File: config.mk
export PLATFORM = sky130hd
export DESIGN_NAME = mem_arbiter_flat
export DESIGN_NICKNAME = d
export VERILOG_FILES = /design/src/rtl/mem_arbiter_if.sv /design/src/rtl/mem_arbiter.sv /design/src/flat_wrapper.sv
export SDC_FILE = /design/constraint.sdc
export NUM_CORES = 1
export LEC_CHECK = 0
export ABC_AREA = 1
export CORE_UTILIZATION = 43
export CTS_CLUSTER_SIZE = 40
export DETAILED_ROUTE_END_ITERATION = 6
export HOLD_SLACK_MARGIN = 0.12
export PLACE_DENSITY = 0.89
export SLEW_MARGIN = 0
export SYNTH_ARGS = -nofsm -noshare
export SYNTH_HDL_FRONTEND = slang
export SYNTH_SLANG_ARGS = --single-unit
File: constraint.sdc
create_clock -name clk -period 3.3 [get_ports clk]
set_input_delay 0.66 -clock clk [delete_from_list [all_inputs] [get_ports clk]]
set_output_delay 0.66 -clock clk [all_outputs]
set_load 0.02 [all_outputs]
File: src/rtl/mem_arbiter_if.sv
// Downstream SRAM-like memory bus shared by the fetch and data sides.
// The arbiter is the master; the memory (or its controller) is the slave.
interface mem_arbiter_if #(
  parameter int AW = 32,
  parameter int DW = 32
);

  logic              mem_req;
  logic              mem_wr;
  logic [DW/8-1:0]   mem_wstrb;
  logic [AW-1:0]     mem_addr;
  logic [DW-1:0]     mem_wdata;
  logic              mem_addr_ok;
  logic              mem_data_ok;
  logic [DW-1:0]     mem_rdata;

  modport master (
    output mem_req,
    output mem_wr,
    output mem_wstrb,
    output mem_addr,
    output mem_wdata,
    input  mem_addr_ok,
    input  mem_data_ok,
    input  mem_rdata
  );

  modport slave (
    input  mem_req,
    input  mem_wr,
    input  mem_wstrb,
    input  mem_addr,
    input  mem_wdata,
    output mem_addr_ok,
    output mem_data_ok,
    output mem_rdata
  );

endinterface

File: src/rtl/mem_arbiter.sv
// Serialises instruction-fetch and data accesses onto one memory port, data first,
// and buffers each result until the pipeline advances so no stall loses data.
module mem_arbiter #(
  parameter int AW = 32,
  parameter int DW = 32
) (
  input  logic            clk,
  input  logic            rst,

  input  logic            inst_en,
  input  logic [AW-1:0]   inst_addr,
  output logic [DW-1:0]   inst_rdata,
  output logic            i_stall,

  input  logic            data_en,
  input  logic [DW/8-1:0] data_wen,
  input  logic [AW-1:0]   data_addr,
  input  logic [DW-1:0]   data_wdata,
  output logic [DW-1:0]   data_rdata,
  output logic            d_stall,

  input  logic            longest_stall,

  mem_arbiter_if.master   mem
);

  localparam int SW = DW / 8;

  typedef enum logic [2:0] {
    S_IDLE   = 3'd0,
    S_D_ADDR = 3'd1,
    S_D_DATA = 3'd2,
    S_I_ADDR = 3'd3,
    S_I_DATA = 3'd4
  } state_t;

  state_t          state_q,      state_d;
  logic            mem_req_q,    mem_req_d;
  logic            mem_wr_q,     mem_wr_d;
  logic [SW-1:0]   mem_wstrb_q,  mem_wstrb_d;
  logic [AW-1:0]   mem_addr_q,   mem_addr_d;
  logic [DW-1:0]   mem_wdata_q,  mem_wdata_d;
  logic            i_done_q,     i_done_d;
  logic            d_done_q,     d_done_d;
  logic [DW-1:0]   inst_rdata_q, inst_rdata_d;
  logic [DW-1:0]   data_rdata_q, data_rdata_d;

  logic            d_pend;
  logic            i_pend;
  logic            d_set;
  logic            i_set;

  assign d_pend = data_en & ~d_done_q;
  assign i_pend = inst_en & ~i_done_q;

  // Next-state and next-output computation for the arbitration FSM.
  always_comb begin
    state_d      = state_q;
    mem_req_d    = mem_req_q;
    mem_wr_d     = mem_wr_q;
    mem_wstrb_d  = mem_wstrb_q;
    mem_addr_d   = mem_addr_q;
    mem_wdata_d  = mem_wdata_q;
    inst_rdata_d = inst_rdata_q;
    data_rdata_d = data_rdata_q;
    d_set        = 1'b0;
    i_set        = 1'b0;

    case (state_q)
      S_IDLE: begin
        if (d_pend) begin
          state_d     = S_D_ADDR;
          mem_req_d   = 1'b1;
          mem_wr_d    = |data_wen;
          mem_wstrb_d = data_wen;
          mem_addr_d  = data_addr;
          mem_wdata_d = data_wdata;
        end else if (i_pend) begin
          state_d     = S_I_ADDR;
          mem_req_d   = 1'b1;
          mem_wr_d    = 1'b0;
          mem_wstrb_d = {SW{1'b0}};
          mem_addr_d  = inst_addr;
        end else begin
          state_d     = S_IDLE;
        end
      end

      S_D_ADDR: begin
        if (mem.mem_addr_ok) begin
          state_d   = S_D_DATA;
          mem_req_d = 1'b0;
        end else begin
          state_d   = S_D_ADDR;
        end
      end

      S_D_DATA: begin
        if (mem.mem_data_ok) begin
          state_d = S_IDLE;
          d_set   = 1'b1;
          // A store acknowledge carries no data; keep the last load result.
          if (!mem_wr_q) begin
            data_rdata_d = mem.mem_rdata;
          end else begin
            data_rdata_d = data_rdata_q;
          end
        end else begin
          state_d = S_D_DATA;
        end
      end

      S_I_ADDR: begin
        if (mem.mem_addr_ok) begin
          state_d   = S_I_DATA;
          mem_req_d = 1'b0;
        end else begin
          state_d   = S_I_ADDR;
        end
      end

      S_I_DATA: begin
        if (mem.mem_data_ok) begin
          state_d      = S_IDLE;
          i_set        = 1'b1;
          inst_rdata_d = mem.mem_rdata;
        end else begin
          state_d      = S_I_DATA;
        end
      end

      default: begin
        state_d   = S_IDLE;
        mem_req_d = 1'b0;
      end
    endcase

    // A completion in this cycle wins over the pipeline-advance clear.
    d_done_d = d_set | (d_done_q & longest_stall);
    i_done_d = i_set | (i_done_q & longest_stall);
  end

  // State and registered outputs, cleared by the shared synchronous reset.
  always_ff @(posedge clk) begin
    if (rst) begin
      state_q      <= S_IDLE;
      mem_req_q    <= 1'b0;
      mem_wr_q     <= 1'b0;
      mem_wstrb_q  <= {SW{1'b0}};
      mem_addr_q   <= {AW{1'b0}};
      mem_wdata_q  <= {DW{1'b0}};
      i_done_q     <= 1'b0;
      d_done_q     <= 1'b0;
      inst_rdata_q <= {DW{1'b0}};
      data_rdata_q <= {DW{1'b0}};
    end else begin
      state_q      <= state_d;
      mem_req_q    <= mem_req_d;
      mem_wr_q     <= mem_wr_d;
      mem_wstrb_q  <= mem_wstrb_d;
      mem_addr_q   <= mem_addr_d;
      mem_wdata_q  <= mem_wdata_d;
      i_done_q     <= i_done_d;
      d_done_q     <= d_done_d;
      inst_rdata_q <= inst_rdata_d;
      data_rdata_q <= data_rdata_d;
    end
  end

  assign mem.mem_req   = mem_req_q;
  assign mem.mem_wr    = mem_wr_q;
  assign mem.mem_wstrb = mem_wstrb_q;
  assign mem.mem_addr  = mem_addr_q;
  assign mem.mem_wdata = mem_wdata_q;

  assign inst_rdata = inst_rdata_q;
  assign data_rdata = data_rdata_q;
  assign i_stall    = inst_en & ~i_done_q;
  assign d_stall    = data_en & ~d_done_q;

endmodule

File: src/flat_wrapper.sv
// flat-port wrapper written by rule: the top's interface ports become plain ports
module mem_arbiter_flat 
#(
  parameter int AW = 32,
  parameter int DW = 32
)
  (clk, rst, inst_en, inst_addr, inst_rdata, i_stall, data_en, data_wen, data_addr, data_wdata, data_rdata, d_stall, longest_stall, mem_mem_req, mem_mem_wr, mem_mem_wstrb, mem_mem_addr, mem_mem_wdata, mem_mem_addr_ok, mem_mem_data_ok, mem_mem_rdata);
  mem_arbiter_if #(.AW(AW), .DW(DW)) mem_i ();
  input  logic clk;
  input  logic rst;
  input  logic inst_en;
  input  logic [AW-1:0] inst_addr;
  output logic [DW-1:0] inst_rdata;
  output logic i_stall;
  input  logic data_en;
  input  logic [DW/8-1:0] data_wen;
  input  logic [AW-1:0] data_addr;
  input  logic [DW-1:0] data_wdata;
  output logic [DW-1:0] data_rdata;
  output logic d_stall;
  input  logic longest_stall;
  output wire logic [$bits(mem_i.mem_req)-1:0] mem_mem_req;
  output wire logic [$bits(mem_i.mem_wr)-1:0] mem_mem_wr;
  output wire logic [$bits(mem_i.mem_wstrb)-1:0] mem_mem_wstrb;
  output wire logic [$bits(mem_i.mem_addr)-1:0] mem_mem_addr;
  output wire logic [$bits(mem_i.mem_wdata)-1:0] mem_mem_wdata;
  input wire logic [$bits(mem_i.mem_addr_ok)-1:0] mem_mem_addr_ok;
  input wire logic [$bits(mem_i.mem_data_ok)-1:0] mem_mem_data_ok;
  input wire logic [$bits(mem_i.mem_rdata)-1:0] mem_mem_rdata;
  assign mem_mem_req = mem_i.mem_req;
  assign mem_mem_wr = mem_i.mem_wr;
  assign mem_mem_wstrb = mem_i.mem_wstrb;
  assign mem_mem_addr = mem_i.mem_addr;
  assign mem_mem_wdata = mem_i.mem_wdata;
  assign mem_i.mem_addr_ok = mem_mem_addr_ok;
  assign mem_i.mem_data_ok = mem_mem_data_ok;
  assign mem_i.mem_rdata = mem_mem_rdata;
  mem_arbiter #(.AW(AW), .DW(DW)) u_core (.clk(clk), .rst(rst), .inst_en(inst_en), .inst_addr(inst_addr), .inst_rdata(inst_rdata), .i_stall(i_stall), .data_en(data_en), .data_wen(data_wen), .data_addr(data_addr), .data_wdata(data_wdata), .data_rdata(data_rdata), .d_stall(d_stall), .longest_stall(longest_stall), .mem(mem_i));
endmodule
==> results of run 1 <==
-- per-layer routing --
metal / wire length, um / global-route usage / vias up
li1: - / - / 2895
met1: 6240 / 0.277 / 2663
met2: 8590 / 0.470 / 264
met3: 1450 / 0.0829 / 43
met4: 541 / 0.131 / 0
met5: 0 / 0 / -
-- final timing paths --
| check | to | startpoint | slack, ns | depth (start not counted) |
|---|---|---|---|---|
| worst min register to register | u_core.mem.mem_addr[11] | u_core.mem.mem_addr[11] | 0.46 | 2 |
| worst max-delay path | i_stall | inst_en | 0.69 | 4 |
| worst max register to register | u_core.mem.mem_wdata[17] | u_core.state_q[0] | 1.20 | 7 |
| worst min-delay path | u_core.mem.mem_addr[11] | u_core.mem.mem_addr[11] | 0.46 | 2 |
-- Yosys cell counts --
| cell type | count |
|---|---|
| a21oi_4 | 1 |
| inv_2 | 1 |
| o21ai_0 | 1 |
| buf_6 | 4 |
| nand2_1 | 340 |
| buf_2 | 13 |
| nor2_4 | 1 |
| o21bai_1 | 1 |
| o22ai_1 | 1 |
| nand2_2 | 1 |
| nand3_1 | 5 |
| a21oi_1 | 137 |
| nor2_1 | 11 |
| buf_4 | 1 |
| inv_1 | 12 |
| clkbuf_1 | 37 |
| nor3_1 | 2 |
| nand4_1 | 32 |
| dfxtp_1 | 139 |
-- power by group --
| part | leakage (nW) | internal, mW | switching, mW |
|---|---|---|---|
| registers | 1.13 | 1.78 | 0.0555 |
| clock network | 0.283 | 1.13 | 0.675 |
| logic | 1.88 | 0.415 | 0.486 |
-- worst max-delay path, stage by stage --
cell	delay, ns
clkdlybuf4s50_1	0.46
nand2_1	0.13
inv_1	0.10
clkdlybuf4s50_1	0.60
-- cell type report --
cell class	count	area [um2]	share of cell area
sequential	139	2780	0.318
multi-input combinational	533	2300	0.262
tap	168	210	0.0240
clock buffer	25	505	0.0577
clock inverter	7	62.6	0.00714
inverter	13	48.8	0.00557
timing repair buffer	287	2850	0.326
-- kinds of logic (layout without fill, tap and decap cells) --
family	Yosys count	after routing	share of synthesized area
buf+inv	68	332	0.0568
simple gates	392	392	0.292
flops	139	139	0.517
compound gates	141	141	0.134
-- per-stage QoR --
step,setup WS (ns),hold slack (ns),utilization,instances
finish,0.688,0.459,0.723,1172
global route,0.656,0.476,0.723,1172
CTS,0.697,0.460,0.723,1172
detailed placement,0.706,0.451,0.676,1140
global placement,0.706,0.446,0.676,1140
floorplan,1.43,0.436,-,740
-- cells in the final DEF (no fill, tap or decap) --
master / synthesis / routed
a21oi_1: 137 / 137
a21oi_4: 1 / 1
buf_12: 0 / 1
buf_4: 1 / 13
bufinv_16: 0 / 1
clkbuf_1: 37 / 3
clkbuf_16: 0 / 17
clkbuf_8: 0 / 5
clkdlybuf4s50_1: 0 / 273
clkinv_2: 0 / 5
clkinvlp_4: 0 / 1
dfxtp_1: 139 / 139
inv_1: 12 / 12
inv_2: 1 / 1
nand2_1: 340 / 340
nand2_2: 1 / 1
nand3_1: 5 / 5
nand4_1: 32 / 32
nor2_1: 11 / 9
nor2_2: 0 / 2
nor2_4: 1 / 1
nor3_1: 2 / 2
o21ai_0: 1 / 1
o21bai_1: 1 / 1
o22ai_1: 1 / 1
-- registers in the layout, indices dropped and copies added (netlist names) --
signal,count
u_core.mem.mem_wdata,32
u_core.mem.mem_wr,1
u_core.data_rdata,32
u_core.state_q,3
u_core.mem.mem_req,1
u_core.inst_rdata,32
u_core.i_done_q,1
u_core.d_done_q,1
u_core.mem.mem_wstrb,4
u_core.mem.mem_addr,32
==> metrics.cfg, run 1 <==
[status]
outcome = completed

[timing]
slew_headroom = 0.329
fin_setup_tns_ns = 0
final-hold-violation-count = 0
fin_worst_skew_ns = 0.00568
grt_setup_unrepaired = no
fmax_mhz = 383
period_share = 0.791
finalSetupViolations = 0
min_period_ns = 2.61
tightest_slew_ns = 1.01
drv_slew = 0

[critical_path]
critPathMaxFanout = 4
cp.required_ns = 2.64
start_kind = input port
path_class = in -> out
end_kind = output port
cp.arrival_ns = 1.95

[synthesis]
yosys-top-cells-area = dfxtp_1, nand2_1, a21oi_1, nand4_1, clkbuf_1
synthDistinctLibCells = 19
yosys_warnings = 0
synth_nets = 879
syn_avg_cell_area_um2 = 7.27
synth_cells = 740
ys_ff_latch = 139
synth_area_um2 = 5380
yosysSeqAreaShare = 0.517
synth_top_area_frac = 0.517
synth_area_leader_cell = dfxtp_1

[floorplanning]
die_w_um = 114
row_count = 40
die_y_um = 114
start_util = 0.444
io_pins = 275
core_um2 = 12100
fp.dieArea_um2 = 13000

[cts]
clock_latency_ns = 0.41
clkSinkCount = 139
path_clk_slew_ns = 0.06
cts.path.max_buffers = 2
cts_max_level = 4
cts_buffers = 17
ctsRootBufferMaster = clkbuf_16
cts_setup_buffers = 0
cts_tree = done
ctsResizeCount = 0
cts_hold_buf = 0

[routing]
wl_per_cell_um = 14.4
firstDrtPassIters = 6
drc = 0
drt_wl_total_um = 16800
drtIter0Drc = 462
ant_nets = 0
num_vias = 5865
viasPerCell = 5.00

[power_and_ir_drop]
power.total_mw = 4.54
power.leakage_nw = 3.29
power_density_nw_per_um2 = 519
ir_drop_mv = 0.276

[place]
hpwl_um = 11600
place_area_um2 = 8190
gp_congestion = 0.826
port_buffers = 274

[finish]
fillerInstances = 937
final_cell_area_um2 = 8760
nNetsFinal = 1130
diodes = 0
area_growth_syn_to_layout_pct = 62.8
drive_above_1_share = 0.0488

[grt]
grt_max_degree = 57
grt_pass1_wl_um = 26600
grt_pass1_vias = 5530
grtUsageTotal = 0.262
grt_overflow = 0
antenna_found_initial = 0

[run]
max-cap-violations = 0

[min_path]
min_path_type = reg -> reg

(Power assumes the default switching activity.)
==> run 2: changes to the inputs <==
Settings changed: CORE_UTILIZATION 43 to 40, PLACE_DENSITY 0.89 to 0.84.
Clock period 3.3 ns to 2.5 ns, I/O delays scaled along.
==> run 2 against run 1 <==
Worst setup slack worse by 0.44 ns. Flip-flop and latch count stayed put. Worst hold slack worse by 0.0020 ns. Cell count is 0.43% higher. Clock skew is 0.0028 ns higher. Largest cell class unchanged. Register-to-register slack worse by 0.44 ns. Clock-buffer cell count is 2 lower. Total power is 27% higher. Wire length is 3.3% lower. First-iteration DRC count is 10% lower.
==> metrics.cfg, run 2 (synthesized netlist as in run 1, its figures left out) <==
[floorplanning]
die_y_um = 118
fp.dieArea_um2 = 13900
start_util = 0.408
row_count = 42
io_pins = 275
die_w_um = 118
core_um2 = 13200

[cts]
ctsResizeCount = 0
cts_buffers = 17
path_clk_slew_ns = 0.05
clkSinkCount = 139
ctsRootBufferMaster = clkbuf_16
clock_latency_ns = 0.41
cts.path.max_buffers = 2
cts_setup_buffers = 0
cts_hold_buf = 0
cts_tree = done
cts_max_level = 4

[power_and_ir_drop]
p_int_mw = 4.22
power.leakage_nw = 3.27
power_density_nw_per_um2 = 662
seq_power_share = 0.420
ir_drop_mv = 0.424
clockPowerShare = 0.373
comb_power_share = 0.207
power.switching_mw = 1.55
power.total_mw = 5.77
swShare = 0.269

[critical_path]
reg2reg_depth = 6
worst-r2r-setup-slack_ns = 0.76
start_kind = input port
critPathMaxFanout = 2
cp.arrival_ns = 1.75
r2r_start = u_core.state_q[0]
worst_r2r_endpoint = u_core.mem.mem_wstrb[1]
end_kind = output port
critPathLaunch = data_en
path_class = in -> out
crit_path_end = d_stall
cp.required_ns = 2.00

[timing]
fin_setup_tns_ns = 0
period_share = 0.899
final-hold-violation-count = 0
finalSetupViolations = 0
tightest_slew_ns = 0.660
whs_ns = 0.457
drv_slew = 0
min_period_ns = 2.25
slew_headroom = 0.559
fmax_mhz = 445
grt_setup_unrepaired = no
fin_worst_skew_ns = 0.00848

[status]
outcome = completed

[grt]
antenna_found_initial = 0
grt_pass1_vias = 5244
grtUsageTotal = 0.234
grt_pass1_wl_um = 26000
grt_max_degree = 140
use_met1 = 0.265
met2_usage = 0.393
grt.busiest_layer = met2
grt_overflow = 0
grtUsageMet3 = 0.0736

[routing]
num_vias = 5700
wl_per_cell_um = 13.8
drt_wl_total_um = 16300
ant_nets = 0
drtIter0Drc = 416
drc = 0
firstDrtPassIters = 7
viasPerCell = 4.84

[place]
hpwl_um = 11000
place_inst = 1150
gp_congestion = 0.799
port_buffers = 274

[finish]
final_cell_mix = nand2_1, clkdlybuf4s50_1, dfxtp_1
diodes = 0
fillerInstances = 1155
area_growth_syn_to_layout_pct = 62.2
postLayoutCoreUtil = 0.661
layout_commonest_cell = nand2_1
nNetsFinal = 1132
drive_above_1_share = 0.0460
fin_cells = 1177

[run]
max-cap-violations = 0

[min_path]
min_path_type = reg -> reg

## run 2: how the worst min path moves through the flow
stage | start | end | depth (start not counted)
5_1_grt | u_core.mem.mem_wdata[31] | u_core.mem.mem_wdata[31] | 2
3_5_place_dp | u_core.mem.mem_addr[25] | u_core.mem.mem_addr[25] | 2
6_report | u_core.mem.mem_addr[15] | u_core.mem.mem_addr[15] | 2
3_3_place_gp | u_core.i_done_q | u_core.i_done_q | 2
2_1_floorplan | u_core.i_done_q | u_core.i_done_q | 2
4_1_cts | u_core.mem.mem_addr[15] | u_core.mem.mem_addr[15] | 2
## run 2: metal layers
layer	vias to the layer above	wire [um]	share of wire
met5	-	0	0
met4	0	548	0.034
met3	47	1190	0.073
met2	225	7940	0.49
met1	2531	6590	0.41
li1	2897	-	-
## run 2: per-stage QoR
stage               setup WS (ns)  area, um2
finish                      0.252       8720
floorplan                   0.954       5380
detailed placement          0.228       8230
global route                0.183       8720
CTS                         0.229       8720
global placement            0.216       8230
## run 2: critical path: stages
cell	delay [ns]
clkdlybuf4s50_1	0.47
inv_1	0.05
nor2_2	0.09
clkdlybuf4s50_1	0.63
## run 2: power groups by stage
stage          sequential, mW  clock (mW)  combinational (mW)
4_1_cts                  2.42        2.20                1.20
3_5_place_dp             2.47           0                1.20
3_3_place_gp             2.46           0                1.19
5_1_grt                  2.44        2.31                1.30
2_1_floorplan            2.62           0               0.449
6_report                 2.42        2.15                1.19
## run 2: cell type report
| class | instances | area, um2 | area share |
|---|---|---|---|
| clock buffer | 23 | 478 | 0.0548 |
| clock inverter | 4 | 20.0 | 0.00229 |
| inverter | 13 | 48.8 | 0.00559 |
| multi-input combinational | 533 | 2300 | 0.263 |
| sequential | 139 | 2780 | 0.319 |
| tap | 176 | 220 | 0.0252 |
| timing repair buffer | 289 | 2880 | 0.330 |
==> run 3: changes to the inputs <==
Settings changed: RECOVER_POWER from default to 25.
==> run 3 against run 2 <==
Largest power group unchanged. First-iteration DRC count down 3.6%. Critical path depth unchanged. Critical path type unchanged. Non-clock buffer count is the same. Cell count is the same. Largest cell class unchanged.
==> metrics.cfg, run 3 (synthesized netlist as in run 1, its figures left out) <==
[routing]
drt_wl_total_um = 16300
num_vias = 5747
drc = 0
wl_per_cell_um = 13.8
viasPerCell = 4.88
firstDrtPassIters = 5
ant_nets = 0
drtIter0Drc = 401

[timing]
drv_slew = 0
min_period_ns = 2.25
fin_ws_ns = 0.252
finalSetupViolations = 0
slew_headroom = 0.494
final-hold-violation-count = 0
whs_ns = 0.457
fin_setup_tns_ns = 0
period_share = 0.899
grt_setup_unrepaired = no
tightest_slew_ns = 0.759
fmax_mhz = 445
fin_worst_skew_ns = 0.00834

[min_path]
min_path_cells = 2
min_path_type = reg -> reg

[cts]
clock_latency_ns = 0.41
cts_tree = done
ctsResizeCount = 0
ctsRootBufferMaster = clkbuf_16
cts_setup_buffers = 0
cts.path.max_buffers = 2
cts_buffers = 17
clkSinkCount = 139
path_clk_slew_ns = 0.05
cts_hold_buf = 0
cts_max_level = 4

[power_and_ir_drop]
power.total_mw = 5.77
ir_drop_mv = 0.425
power_density_nw_per_um2 = 662
power.leakage_nw = 3.27

[floorplanning]
fp.dieArea_um2 = 13900
row_count = 42
core_um2 = 13200
io_pins = 275
die_y_um = 118
start_util = 0.408
die_w_um = 118

[grt]
grtUsageTotal = 0.234
grt_overflow = 0
antenna_found_initial = 0
grt_pass1_wl_um = 26000
grt_max_degree = 140
grt_pass1_vias = 5244

[critical_path]
critPathMaxFanout = 2
path_class = in -> out
reg2reg_depth = 6
start_kind = input port
cp.arrival_ns = 1.75
end_kind = output port
cp.required_ns = 2.00

[finish]
diodes = 0
drive_above_1_share = 0.0460
area_growth_syn_to_layout_pct = 62.1
layout_commonest_cell = nand2_1
fin_cells = 1177
fillerInstances = 1156
nNetsFinal = 1132
final_cell_mix = nand2_1, clkdlybuf4s50_1, dfxtp_1

[place]
pre_cts_slack_ns = 0.228
hpwl_um = 11000
port_buffers = 274
place_inst = 1150
gp_congestion = 0.799

[status]
outcome = completed

[run]
max-cap-violations = 0

run 3: changes by cell type in the layout (fill, tap and decap cells not counted):
cell | previous run | this run
buf_4 | 14 | 12
clkbuf_2 | 0 | 2
clkdlybuf4s50_1 | 273 | 272
dlygate4sd3_1 | 0 | 1
run 3: power breakdown:
group | internal, mW | switching [mW]
logic | 0.557 | 0.636
registers | 2.35 | 0.0726
clock network | 1.31 | 0.846
total | 4.22 | 1.55
run 3: final timing paths:
check / from / slack, ns / end
max: data_en / 0.25 / d_stall
min: u_core.mem.mem_addr[15] / 0.46 / u_core.mem.mem_addr[15]
max reg2reg: u_core.state_q[0] / 0.76 / u_core.mem.mem_wstrb[1]
min reg2reg: u_core.mem.mem_addr[15] / 0.46 / u_core.mem.mem_addr[15]
run 3: final cells by class:
class / instances / area, um2 / share of cell area
repair buffers: 289 / 2870 / 0.330
flip-flops and latches: 139 / 2780 / 0.319
multi-input cells: 533 / 2300 / 0.263
clock buffers: 23 / 478 / 0.0548
well taps: 176 / 220 / 0.0253
inverters: 13 / 48.8 / 0.00560
clock inverters: 4 / 20.0 / 0.00230
run 3: metrics by stage:
step,utilization,area [um2]
floorplan,-,5380
global placement,0.624,8230
detailed placement,0.624,8230
CTS,0.661,8720
global route,0.661,8720
finish,0.661,8720
run 3: worst max-delay path, cell delays in order:
cell             delay [ns]
clkdlybuf4s50_1        0.47
inv_1                  0.05
nor2_2                 0.09
clkdlybuf4s50_1        0.63
run 3: routing by layer:
metal | track usage | vias up | part of all wire
li1 | - | 2899 | -
met3 | 0.0736 | 45 | 0.075
met5 | 0 | - | 0
met4 | 0.120 | 0 | 0.032
met1 | 0.265 | 2561 | 0.40
met2 | 0.393 | 242 | 0.49
